### config.mk
export PLATFORM = sky130hd
export DESIGN_NAME = trail_pattern_gen
export DESIGN_NICKNAME = d
export VERILOG_FILES = /design/src/rtl/trail_pattern_gen.sv
export SDC_FILE = /design/constraint.sdc
export NUM_CORES = 1
export LEC_CHECK = 0
export BUFFER_PORTS_ARGS = -buffer_cell sky130_fd_sc_hd__buf_2
export CORE_MARGIN = 2
export CORE_UTILIZATION = 25
export CTS_BUF_LIST = sky130_fd_sc_hd__clkbuf_4
export CTS_CLUSTER_DIAMETER = 40
export DETAILED_ROUTE_END_ITERATION = 12
export PLACE_DENSITY = 0.47
export REMOVE_ABC_BUFFERS = 1
export SYNTH_ARGS = -nofsm -noshare
export SYNTH_HDL_FRONTEND = slang
export SYNTH_SLANG_ARGS = --single-unit
### constraint.sdc
create_clock -name clk -period 4.8 [get_ports clk]
set_input_delay 0.24 -clock clk [delete_from_list [all_inputs] [get_ports clk]]
set_output_delay 0.24 -clock clk [all_outputs]
set_load 0.02 [all_outputs]
### src/rtl/trail_pattern_gen.sv
// trail_pattern_gen
//   Phosphor-trail VGA pattern generator. It takes beam coordinates and vsync
//   from hvsync_generator and produces registered 2-bit R/G/B for the Tiny VGA
//   Pmod. A frame counter advances on vsync rising edges, optionally through a
//   divider. Each of the last N_LAG frames is compared against the beam
//   position. The youngest matching age picks a fade level, and the palette
//   maps that level to colour.
//
//   Optional feature macro: TRAIL_STEP_EN
//     defined   : pause / single-step control with a pending-step flag.
//     undefined : pause and step are ignored and the counter free-runs.
//
// Ports
//   clk, rst_n        pixel clock, async active-low reset
//   hpos, vpos [9:0]  beam position
//   vsync             vsync, synchronous to clk
//   mode [1:0]        00 XOR, 01 SUM, 10 DIFF, 11 XOR
//   palette [1:0]     00 amber/cyan, 01 green, 10 mono, 11 inverse
//   pause, step       freeze / single-step (TRAIL_STEP_EN only)
//   r, g, b [1:0]     registered colour (1 clk latency)
//   frame_no          current frame counter

// Per-age comparator. There is one instance per trail age, so AGE is a
// constant offset from the current frame.
module trail_age_cmp #(
  parameter int COORD_W = 9,
  parameter int AGE     = 0
) (
  input  logic [COORD_W-1:0] frame_no,
  input  logic [COORD_W-1:0] h,
  input  logic [COORD_W-1:0] v,
  input  logic [1:0]         mode,
  output logic               hit
);
  localparam logic [COORD_W-1:0] AGE_C = COORD_W'(AGE);

  logic [COORD_W-1:0] f, x_v, s_v, d_v;

  assign f   = frame_no - AGE_C;   // wraps mod 2^COORD_W
  assign x_v = v ^ f;
  assign s_v = v + f;
  assign d_v = v - f;

  always_comb begin
    hit = 1'b0;
    case (mode)
      2'b01:   hit = (h == s_v);
      2'b10:   hit = (h == d_v);
      default: hit = (h == x_v);   // 00 and 11 are both XOR
    endcase
  end
endmodule

module trail_pattern_gen #(
  parameter int N_LAG     = 15,
  parameter int COORD_W   = 9,
  parameter int ACTIVE_W  = 512,
  parameter int ACTIVE_H  = 480,
  parameter int FRAME_DIV = 1,
  parameter int T_HI      = 3,
  parameter int T_MID     = 7
) (
  input  logic               clk,
  input  logic               rst_n,
  input  logic [9:0]         hpos,
  input  logic [9:0]         vpos,
  input  logic               vsync,
  input  logic [1:0]         mode,
  input  logic [1:0]         palette,
  input  logic               pause,
  input  logic               step,
  output logic [1:0]         r,
  output logic [1:0]         g,
  output logic [1:0]         b,
  output logic [COORD_W-1:0] frame_no
);

  // Parameter legality is checked at elaboration.
  if (N_LAG < 1 || N_LAG > 32) begin : g_bad_nlag
    $error("trail_pattern_gen: N_LAG must be 1..32");
  end
  if (FRAME_DIV < 1 || FRAME_DIV > 16) begin : g_bad_div
    $error("trail_pattern_gen: FRAME_DIV must be 1..16");
  end
  if (T_HI > T_MID) begin : g_bad_thr
    $error("trail_pattern_gen: T_HI must not exceed T_MID");
  end
  if (COORD_W < 1 || COORD_W > 10) begin : g_bad_cw
    $error("trail_pattern_gen: COORD_W must be 1..10");
  end

  localparam int DIV_W = (FRAME_DIV > 1) ? $clog2(FRAME_DIV) : 1;
  localparam int AGE_W = 5;
  localparam logic [DIV_W-1:0] DIV_LAST = DIV_W'(FRAME_DIV - 1);

  // ---------------------------------------------------------------------------
  // Frame tick and counter
  // ---------------------------------------------------------------------------
  logic             vs_q;
  logic             vs_lo_seen;  // vsync has been sampled low since reset
  logic             tick;
  logic [DIV_W-1:0] div_cnt;

  // vs_q resets low. Without vs_lo_seen, a vsync that is already high at
  // reset release would look like a rising edge.
  assign tick = vsync & ~vs_q & vs_lo_seen;

`ifdef TRAIL_STEP_EN
  logic step_pend;

  always_ff @(posedge clk or negedge rst_n) begin
    if (!rst_n) begin
      vs_q       <= 1'b0;
      vs_lo_seen <= 1'b0;
      div_cnt    <= '0;
      frame_no   <= '0;
      step_pend  <= 1'b0;
    end else begin
      vs_q       <= vsync;
      vs_lo_seen <= vs_lo_seen | ~vsync;
      if (pause) begin
        // A paused tick only advances when a step is pending. In that case
        // the counter moves by one and the divider is left untouched.
        if (tick && step_pend) begin
          frame_no  <= frame_no + 1'b1;
          step_pend <= 1'b0;
        end else if (step) begin
          step_pend <= 1'b1;
        end
      end else begin
        step_pend <= 1'b0;
        if (tick) begin
          if (div_cnt == DIV_LAST) begin
            div_cnt  <= '0;
            frame_no <= frame_no + 1'b1;
          end else begin
            div_cnt <= div_cnt + 1'b1;
          end
        end
      end
    end
  end
`else
  logic unused_ctl;
  assign unused_ctl = ^{pause, step};

  always_ff @(posedge clk or negedge rst_n) begin
    if (!rst_n) begin
      vs_q       <= 1'b0;
      vs_lo_seen <= 1'b0;
      div_cnt    <= '0;
      frame_no   <= '0;
    end else begin
      vs_q       <= vsync;
      vs_lo_seen <= vs_lo_seen | ~vsync;
      if (tick) begin
        if (div_cnt == DIV_LAST) begin
          div_cnt  <= '0;
          frame_no <= frame_no + 1'b1;
        end else begin
          div_cnt <= div_cnt + 1'b1;
        end
      end
    end
  end
`endif

  // ---------------------------------------------------------------------------
  // Per-age compare, one lane per age
  // ---------------------------------------------------------------------------
  logic [COORD_W-1:0] h, v;
  logic [N_LAG-1:0]   hit;

  assign h = hpos[COORD_W-1:0];
  assign v = vpos[COORD_W-1:0];

  for (genvar k = 0; k < N_LAG; k++) begin : g_age
    trail_age_cmp #(.COORD_W(COORD_W), .AGE(k)) u_cmp (
      .frame_no (frame_no),
      .h        (h),
      .v        (v),
      .mode     (mode),
      .hit      (hit[k])
    );
  end

  // Youngest age wins. The loop scans from oldest to youngest so the
  // lowest matching k is the one left in age.
  logic             any_hit;
  logic [AGE_W-1:0] age;

  always_comb begin
    any_hit = 1'b0;
    age     = '0;
    for (int k = N_LAG - 1; k >= 0; k--) begin
      if (hit[k]) begin
        any_hit = 1'b1;
        age     = AGE_W'(k);
      end
    end
  end

  // ---------------------------------------------------------------------------
  // Fade level and head flag
  // ---------------------------------------------------------------------------
  logic [1:0] lvl;
  logic       head;

  always_comb begin
    lvl  = 2'd0;
    head = 1'b0;
    if (any_hit) begin
      if (age == '0) begin
        lvl  = 2'd3;
        head = 1'b1;
      end else if (int'(age) < T_HI) begin
        lvl = 2'd3;
      end else if (int'(age) < T_MID) begin
        lvl = 2'd2;
      end else begin
        lvl = 2'd1;
      end
    end
  end

  // ---------------------------------------------------------------------------
  // Palette, blanking, output register
  // ---------------------------------------------------------------------------
  logic       active;
  logic [1:0] r_d, g_d, b_d;

  assign active = (int'(hpos) < ACTIVE_W) && (int'(vpos) < ACTIVE_H);

  always_comb begin
    r_d = 2'd0;
    g_d = 2'd0;
    b_d = 2'd0;
    if (active) begin
      case (palette)
        2'b00: begin
          // amber trail, cyan head
          r_d = head ? 2'd0 : lvl;
          g_d = lvl;
          b_d = head ? lvl : 2'd0;
        end
        2'b01: g_d = lvl;
        2'b10: begin
          r_d = lvl;
          g_d = lvl;
          b_d = lvl;
        end
        default: begin
          // inverse: the background is white and trails darken it
          r_d = 2'd3 - lvl;
          g_d = 2'd3 - lvl;
          b_d = 2'd3 - lvl;
        end
      endcase
    end
  end

  always_ff @(posedge clk or negedge rst_n) begin
    if (!rst_n) begin
      r <= 2'd0;
      g <= 2'd0;
      b <= 2'd0;
    end else begin
      r <= r_d;
      g <= g_d;
      b <= b_d;
    end
  end

endmodule

=== Yosys cells after proc, flatten, opt, wreduce, memory -nomap -nowiden ===
Cells that the tools add are included.
W data, S select, Z words.

* Flip-flop bits (word level): 18
* Bits of input ports: 29

* $add $sub $neg: 47
* Order comparisons: 4
* Equal/unequal tests: 49
* Mux-type cells: 60
* Bitwise gates (word level): 21
* Reductions and logical operators: 5

{| class="wikitable"
|+ Operator list
! kind !! count
|-
| $eq A9 B9 Y1 || 45
|-
| $add A9 B9 Y9 || 15
|-
| $sub A9 B9 Y9 || 15
|-
| $xor A9 B9 Y9 || 15
|-
| $mux W5 || 14
|-
| $sub A9 B4 Y9 const B || 7
|-
| $sub A9 B3 Y9 const B || 4
|-
| $pmux W1 S2 || 15
|-
| $mux W2 || 10
|-
| $mux W1 || 18
|-
| $sub A9 B2 Y9 const B || 2
|-
| $pmux W2 S3 || 2
|-
| $lt A10 B10 Y1 const B || 1
|-
| $lt A10 B9 Y1 const B || 1
|-
| $add A9 B1 Y9 const B || 1
|-
| $sub A9 B1 Y9 const B || 1
|-
| $logic_not A5 Y1 || 1
|-
| $lt A5 B2 Y1 const B || 1
|-
| $lt A5 B3 Y1 const B || 1
|-
| $eq A2 B1 Y1 const B || 2
|-
| $eq A2 B2 Y1 const B || 2
|-
| $mux W4 || 1
|-
| $not A1 Y1 || 3
|-
| $reduce_or A3 Y1 || 1
|-
| 7 further kinds || 8
|}

=== Logic depth before layout (Yosys ltp) ===
* Depth in word-level cells: 27
* Depth in mapped cells: 23
* Gate-level depth less buffers: 20

=== Hierarchy ===
From an unflattened synthesis, not the netlist that was laid out.

* Cells, all modules: 2191
* Area total of the unflattened synthesis: 16791.1 sq um

{| class="wikitable"
|+ Modules (own cells, without submodules)
! module !! times used !! cells an instance !! area an instance (sq um)
|-
| trail_age_cmp (g_age[9].u_cmp) || 1 || 182 || 1370.1
|-
| trail_age_cmp (g_age[5].u_cmp) || 1 || 154 || 1194.9
|-
| trail_age_cmp (g_age[13].u_cmp) || 1 || 156 || 1146.1
|-
| trail_age_cmp (g_age[3].u_cmp) || 1 || 144 || 1141.1
|-
| trail_age_cmp (g_age[6].u_cmp) || 1 || 153 || 1117.3
|-
| trail_age_cmp (g_age[11].u_cmp) || 1 || 139 || 1069.8
|-
| trail_age_cmp (g_age[2].u_cmp) || 1 || 139 || 1053.5
|-
| trail_age_cmp (g_age[14].u_cmp) || 1 || 134 || 1026.0
|-
| trail_age_cmp (g_age[10].u_cmp) || 1 || 134 || 1018.5
|-
| trail_age_cmp (g_age[4].u_cmp) || 1 || 135 || 1017.2
|-
| trail_age_cmp (g_age[1].u_cmp) || 1 || 133 || 1013.5
|-
| trail_age_cmp (g_age[12].u_cmp) || 1 || 135 || 1006.0
|-
| trail_age_cmp (g_age[7].u_cmp) || 1 || 138 || 998.5
|-
| trail_age_cmp (g_age[8].u_cmp) || 1 || 121 || 952.2
|-
| +2 rows || -- || -- || --
|}

=== Worst setup path before layout ===
OpenSTA, ideal clock, no wires.

* Path kind: reg-to-reg
* Start: register frame_no[0]
* End: register b[0]
* Data arrival time: 5144 ps
* Setup slack: -476 ps
* Stages on the path, launching flop included: 21
* Path buffers: 3
* Clock period less this slack: 5276 ps
* Cells stage by stage: dfrtp_1 -> clkbuf_1 -> clkbuf_1 -> inv_1 -> ha_1 -> buf_2 -> xnor2_1 -> nand2_1 -> or4b_4 -> o21ai_0 -> xor2_1 -> ha_1 -> o41a_1 -> or3_1 -> mux2i_1 -> o211a_1 -> nor4b_1 -> a311o_2 -> nor4b_4 -> mux2i_1 -> o21ai_0

* Elaborated cells on any way between the ends: 162
* Classes of those cells: 45 x add/sub; 2 x order compare; 45 x eq/ne; 54 x mux; 15 x bitwise; 1 x reduce/logical

{| class="wikitable"
|+ RTL lines
! what !! line !! text
|-
| start, declared || 75 || <nowiki>output logic [COORD_W-1:0] frame_no</nowiki>
|-
| start signal, assigned || 159 || <nowiki>frame_no <= frame_no + 1'b1;</nowiki>
|-
| $sub A9 B4 Y9 * || 39 || <nowiki>assign f = frame_no - AGE_C;</nowiki>
|-
| net g_age[11].u_cmp.f[0] || 37 || <nowiki>logic [COORD_W-1:0] f, x_v, s_v, d_v;</nowiki>
|-
| $sub A9 B9 Y9 (tied with other cells) || 42 || <nowiki>assign d_v = v - f;</nowiki>
|-
| $eq A9 B9 Y1, on equally long branches || 48, 47, 49 ||
|-
| $pmux W1 S2 * || 46 || <nowiki>case (mode)</nowiki>
|-
| $mux W5 (12 in a row) || 196 || <nowiki>if (hit[k]) begin</nowiki>
|-
| $lt A5 B3 Y1 || 218 || <nowiki>end else if (int'(age) < T_MID) begin</nowiki>
|-
| $mux W2 || 218 ||
|-
| $mux W2 || 216 || <nowiki>end else if (int'(age) < T_HI) begin</nowiki>
|-
| $mux W2 || 213 || <nowiki>if (age == '0) begin</nowiki>
|-
| $mux W2 || 212 || <nowiki>if (any_hit) begin</nowiki>
|-
| $sub A2 B2 Y2 or $mux W2 (tied branches) || 256, 244 ||
|-
| $pmux W2 S3 * || 239 || <nowiki>case (palette)</nowiki>
|-
| $mux W2 * || 238 || <nowiki>if (active) begin</nowiki>
|-
| net b_d[0] || 230 || <nowiki>logic [1:0] r_d, g_d, b_d;</nowiki>
|-
| end signal, assigned || 266 || <nowiki>b <= 2'd0;</nowiki>
|-
| end signal, assigned || 270 || <nowiki>b <= b_d;</nowiki>
|-
| end, declared || 74 || <nowiki>output logic [1:0] b,</nowiki>
|}

Mark *: on every way through the listed nets, which the timed path passes. The rest lies on a longest branch.
A chain may end at the register's enable or synchronous reset.

=== Worst setup path after layout ===
* Start: register frame_no[3]
* End: register g[0]

* Longest elaborated chain between the ends: 27
* Elaborated cells on any way between the ends: 159
* Classes of those cells: 45 x add/sub; 2 x order compare; 45 x eq/ne; 51 x mux; 15 x bitwise; 1 x reduce/logical

{| class="wikitable"
|+ Ends and longest elaborated chain
! what !! line !! text
|-
| $sub A9 B4 Y9 || 39 ||
|-
| $sub A9 B9 Y9 (tied with other cells) || 42 ||
|-
| $eq A9 B9 Y1, on equally long branches || 48, 47, 49 ||
|-
| $pmux W1 S2 || 46 ||
|-
| $mux W4 || 196 ||
|-
| $mux W5 (14 in a row) || 196 ||
|-
| $lt A5 B3 Y1 || 218 ||
|-
| $mux W2 || 218 ||
|-
| $mux W2 || 216 ||
|-
| $mux W2 || 213 ||
|-
| $mux W2 * || 212 ||
|-
| $sub A2 B2 Y2 || 255 || <nowiki>g_d = 2'd3 - lvl;</nowiki>
|-
| $mux W2 * || 239 ||
|-
| $mux W2 * || 238 ||
|-
| net g_d[0] || 230 ||
|-
| end signal, assigned || 269 || <nowiki>g <= g_d;</nowiki>
|-
| end, declared || 73 || <nowiki>output logic [1:0] g,</nowiki>
|}

Marked as above.

==> impl_metrics.env <==
export IMPL_yosys_warnings=0
export IMPL_hold_class="in -> reg"
export IMPL_worstPathArrival_ns=5.00
export IMPL_clk_pin_slew_ns=0.11
export IMPL_viasPerCell=5.48
export IMPL_fmax_mhz=210
export IMPL_drtIter0Drc=1166
export IMPL_synth_edff_count=0
export IMPL_min_to="vs_q$_DFF_PN0_"
export IMPL_cts_buffers=3
export IMPL_reg2reg_from="frame_no[3]$_DFFE_PN0P_"
export IMPL_hold_ws_ns=0.0933
export IMPL_fin_crit_ns=4.76
export IMPL_fillers=5070
export IMPL_die_area_mm2=0.0502
export IMPL_final_antenna_net_count=0
export IMPL_hold_start="vsync"
export IMPL_hold_violations=0
export IMPL_grt_max_degree=59
export IMPL_syn_area_mm2=0.0121
export IMPL_wl_um=56100
export IMPL_grt_ovfl_total=0
export IMPL_clock_latency_ns=0.30
export IMPL_place_inst=2547
export IMPL_area_growth_pct=31.3
export IMPL_ys_ff_latch=17
export IMPL_max_slew_margin_pct=34.7
export IMPL_hold_path_depth=1
export IMPL_port_buffers=41
export IMPL_path_max_fanout=7
export IMPL_finalSetupViolCount=0
export IMPL_synth_cells=1687
export IMPL_period_share_pct=99.2
export IMPL_start_util_pct=25.4
export IMPL_wl_per_cell_um=21.8
export IMPL_fin_cells=2567
export IMPL_fin_ws_ns=0.0362
export IMPL_die_w_um=224
export IMPL_dp_hpwl_um=44100
export IMPL_first_pass_iters=6
export IMPL_gp_congestion=0.944
export IMPL_route_detailed_drc=0
export IMPL_crit_required_ns=5.04
export IMPL_critPathCaptureType="flop"
export IMPL_core_area_mm2=0.0477
export IMPL_fin_util_pct=33.3
export IMPL_async_flop_share_pct=100
export IMPL_grt_usage_pct=21.5
export IMPL_grt_pass1_vias=13500
export IMPL_vias=14100
export IMPL_drive_above_1_share_pct=26.9
export IMPL_layout_commonest_cell="buf_4"
export IMPL_grt_pass1_wl_um=82500
export IMPL_ios=44
export IMPL_dp_slack_ns=-0.306
export IMPL_nets=2092
export IMPL_clockBufferDepth=2
export IMPL_rsz0062_at_grt="true"
export IMPL_fp_dieH_um=224
export IMPL_clock_skew_ns=0.00892
export IMPL_rrSetupSlack_ns=0.04
export IMPL_criticalPathCategory="reg -> reg"
export IMPL_cts_tree="yes"
export IMPL_antenna_found_initial=2
export IMPL_yosysSeqAreaShare_pct=3.51
export IMPL_reg2reg_depth=20
export IMPL_synth_area_per_cell_um2=7.18
export IMPL_status="finished, final reports clean"
export IMPL_max_cap_viol_count=0
export IMPL_start_kind="flop"
export IMPL_finalMaxSlewViolations=0
export IMPL_final_cell_mix="buf_4 (309), xnor2_1 (190), nor2_1 (141)"
export IMPL_synth_ff_type="dfrtp_1"
export IMPL_root_buffer="clkbuf_4"
export IMPL_r2r_end="g[0]$_DFF_PN0_"
export IMPL_worstMarginPinSlew_ns=0.978
export IMPL_num_rows=80
export IMPL_numClockSinks=17
export IMPL_cts_max_level=1
export IMPL_synth_cell_types=94
what timing repair did:
action | CTS | global route
setup buffers | 1 | 13
endpoints found under the setup margin | 6 | 6
pin swaps | 3 | 36
endpoints found under the hold margin | 17 | 0
hold buffers | 1 | 0
gates resized for setup | 29 | 126
stage by stage:
stage	area, um2	TNS [ns]
3_3_place_gp	15000	-1.71
6_report	15900	0
5_1_grt	15900	-0.281
3_5_place_dp	15000	-1.67
4_1_cts	15200	-0.00255
2_1_floorplan	11700	-8.31
synthesized netlist by cell type (all sizes together), types with 24 or more instances:
cell type,instances,share of area (%)
and3,27,1.4
xor2,112,8.1
nand2,106,3.3
buf,53,2.2
nor2,146,4.5
ha,107,11
a21oi,106,4.4
o21ai,57,2.4
nand3,40,1.7
nor3,62,2.6
o21a,30,1.9
o31ai,27,1.7
xnor2,210,16
nor2b,29,1.5
a31oi,35,1.8
mux2i,40,3.3
clkbuf,49,1.5
inv,61,1.9
nand2b,24,1.2
area by class of cell:
class / count / area (um2) / area share [%]
Antenna cell: 1 / 2.50 / 0.0157
Clock buffer: 4 / 30.0 / 0.189
Inverter: 62 / 236 / 1.49
Multi-Input combinational cell: 1506 / 11700 / 73.7
Sequential cell: 17 / 429 / 2.70
Tap cell: 615 / 769 / 4.84
Timing Repair Buffer: 362 / 2720 / 17.1
state kept, by name, summed over array words and instances, names as in the netlist:
register and count:
b 2, frame_no 9, g 2, r 2, vs_lo_seen 1, vs_q 1
cell families (layout without fill, tap and decap cells):
group           count (synthesis)  count (layout)  share of synthesized area (%)
xor+xnor                      328             328                           24.8
compound gates                435             435                           24.8
mux                            44              44                           3.68
flops                          17              17                           3.51
simple gates                  588             588                           25.9
fa+ha+maj                     111             111                           11.7
buf+inv                       164             428                           5.65
other cells                     0               1                              0
how the worst max path moves through the flow:
| stage | from | endpoint | slack (ns) |
|---|---|---|---|
| 5_1_grt | frame_no[1]$_DFFE_PN0P_ | r[0]$_DFF_PN0_ | -0.12 |
| 4_1_cts | frame_no[1]$_DFFE_PN0P_ | r[0]$_DFF_PN0_ | -0.003 |
| 6_report | frame_no[3]$_DFFE_PN0P_ | g[0]$_DFF_PN0_ | 0.04 |
| 3_3_place_gp | frame_no[2]$_DFFE_PN0P_ | b[0]$_DFF_PN0_ | -0.33 |
| 2_1_floorplan | mode[0] | g[0]$_DFF_PN0_ | -1.58 |
| 3_5_place_dp | frame_no[2]$_DFFE_PN0P_ | r[0]$_DFF_PN0_ | -0.31 |
routing by layer:
metal	part of all wire, %	up-vias	track usage, %
met4	3.9	2	7.81
li1	-	6739	-
met5	0.023	-	0
met2	45	476	35.3
met3	5.6	101	1.99
met1	45	6748	29.2
worst max-delay path: stages, from the launching register on:
cell,delay [ns]
dfrtp_1,0.42
buf_4,0.16
buf_4,0.17
ha_1,0.22
buf_4,0.19
nor2b_2,0.19
or3_4,0.33
nand2_1,0.09
xnor2_1,0.14
ha_1,0.30
nor4b_1,0.17
a31oi_1,0.20
o41ai_2,0.13
a211oi_2,0.24
xnor2_1,0.09
or4_4,0.54
a2111oi_4,0.21
a2111o_1,0.23
nor4b_4,0.08
or4_1,0.51
nand4_1,0.10
Power is left out: the tool's default activity adds up to more than one toggle a clock period on the data nets, which glitch-free logic cannot reach.
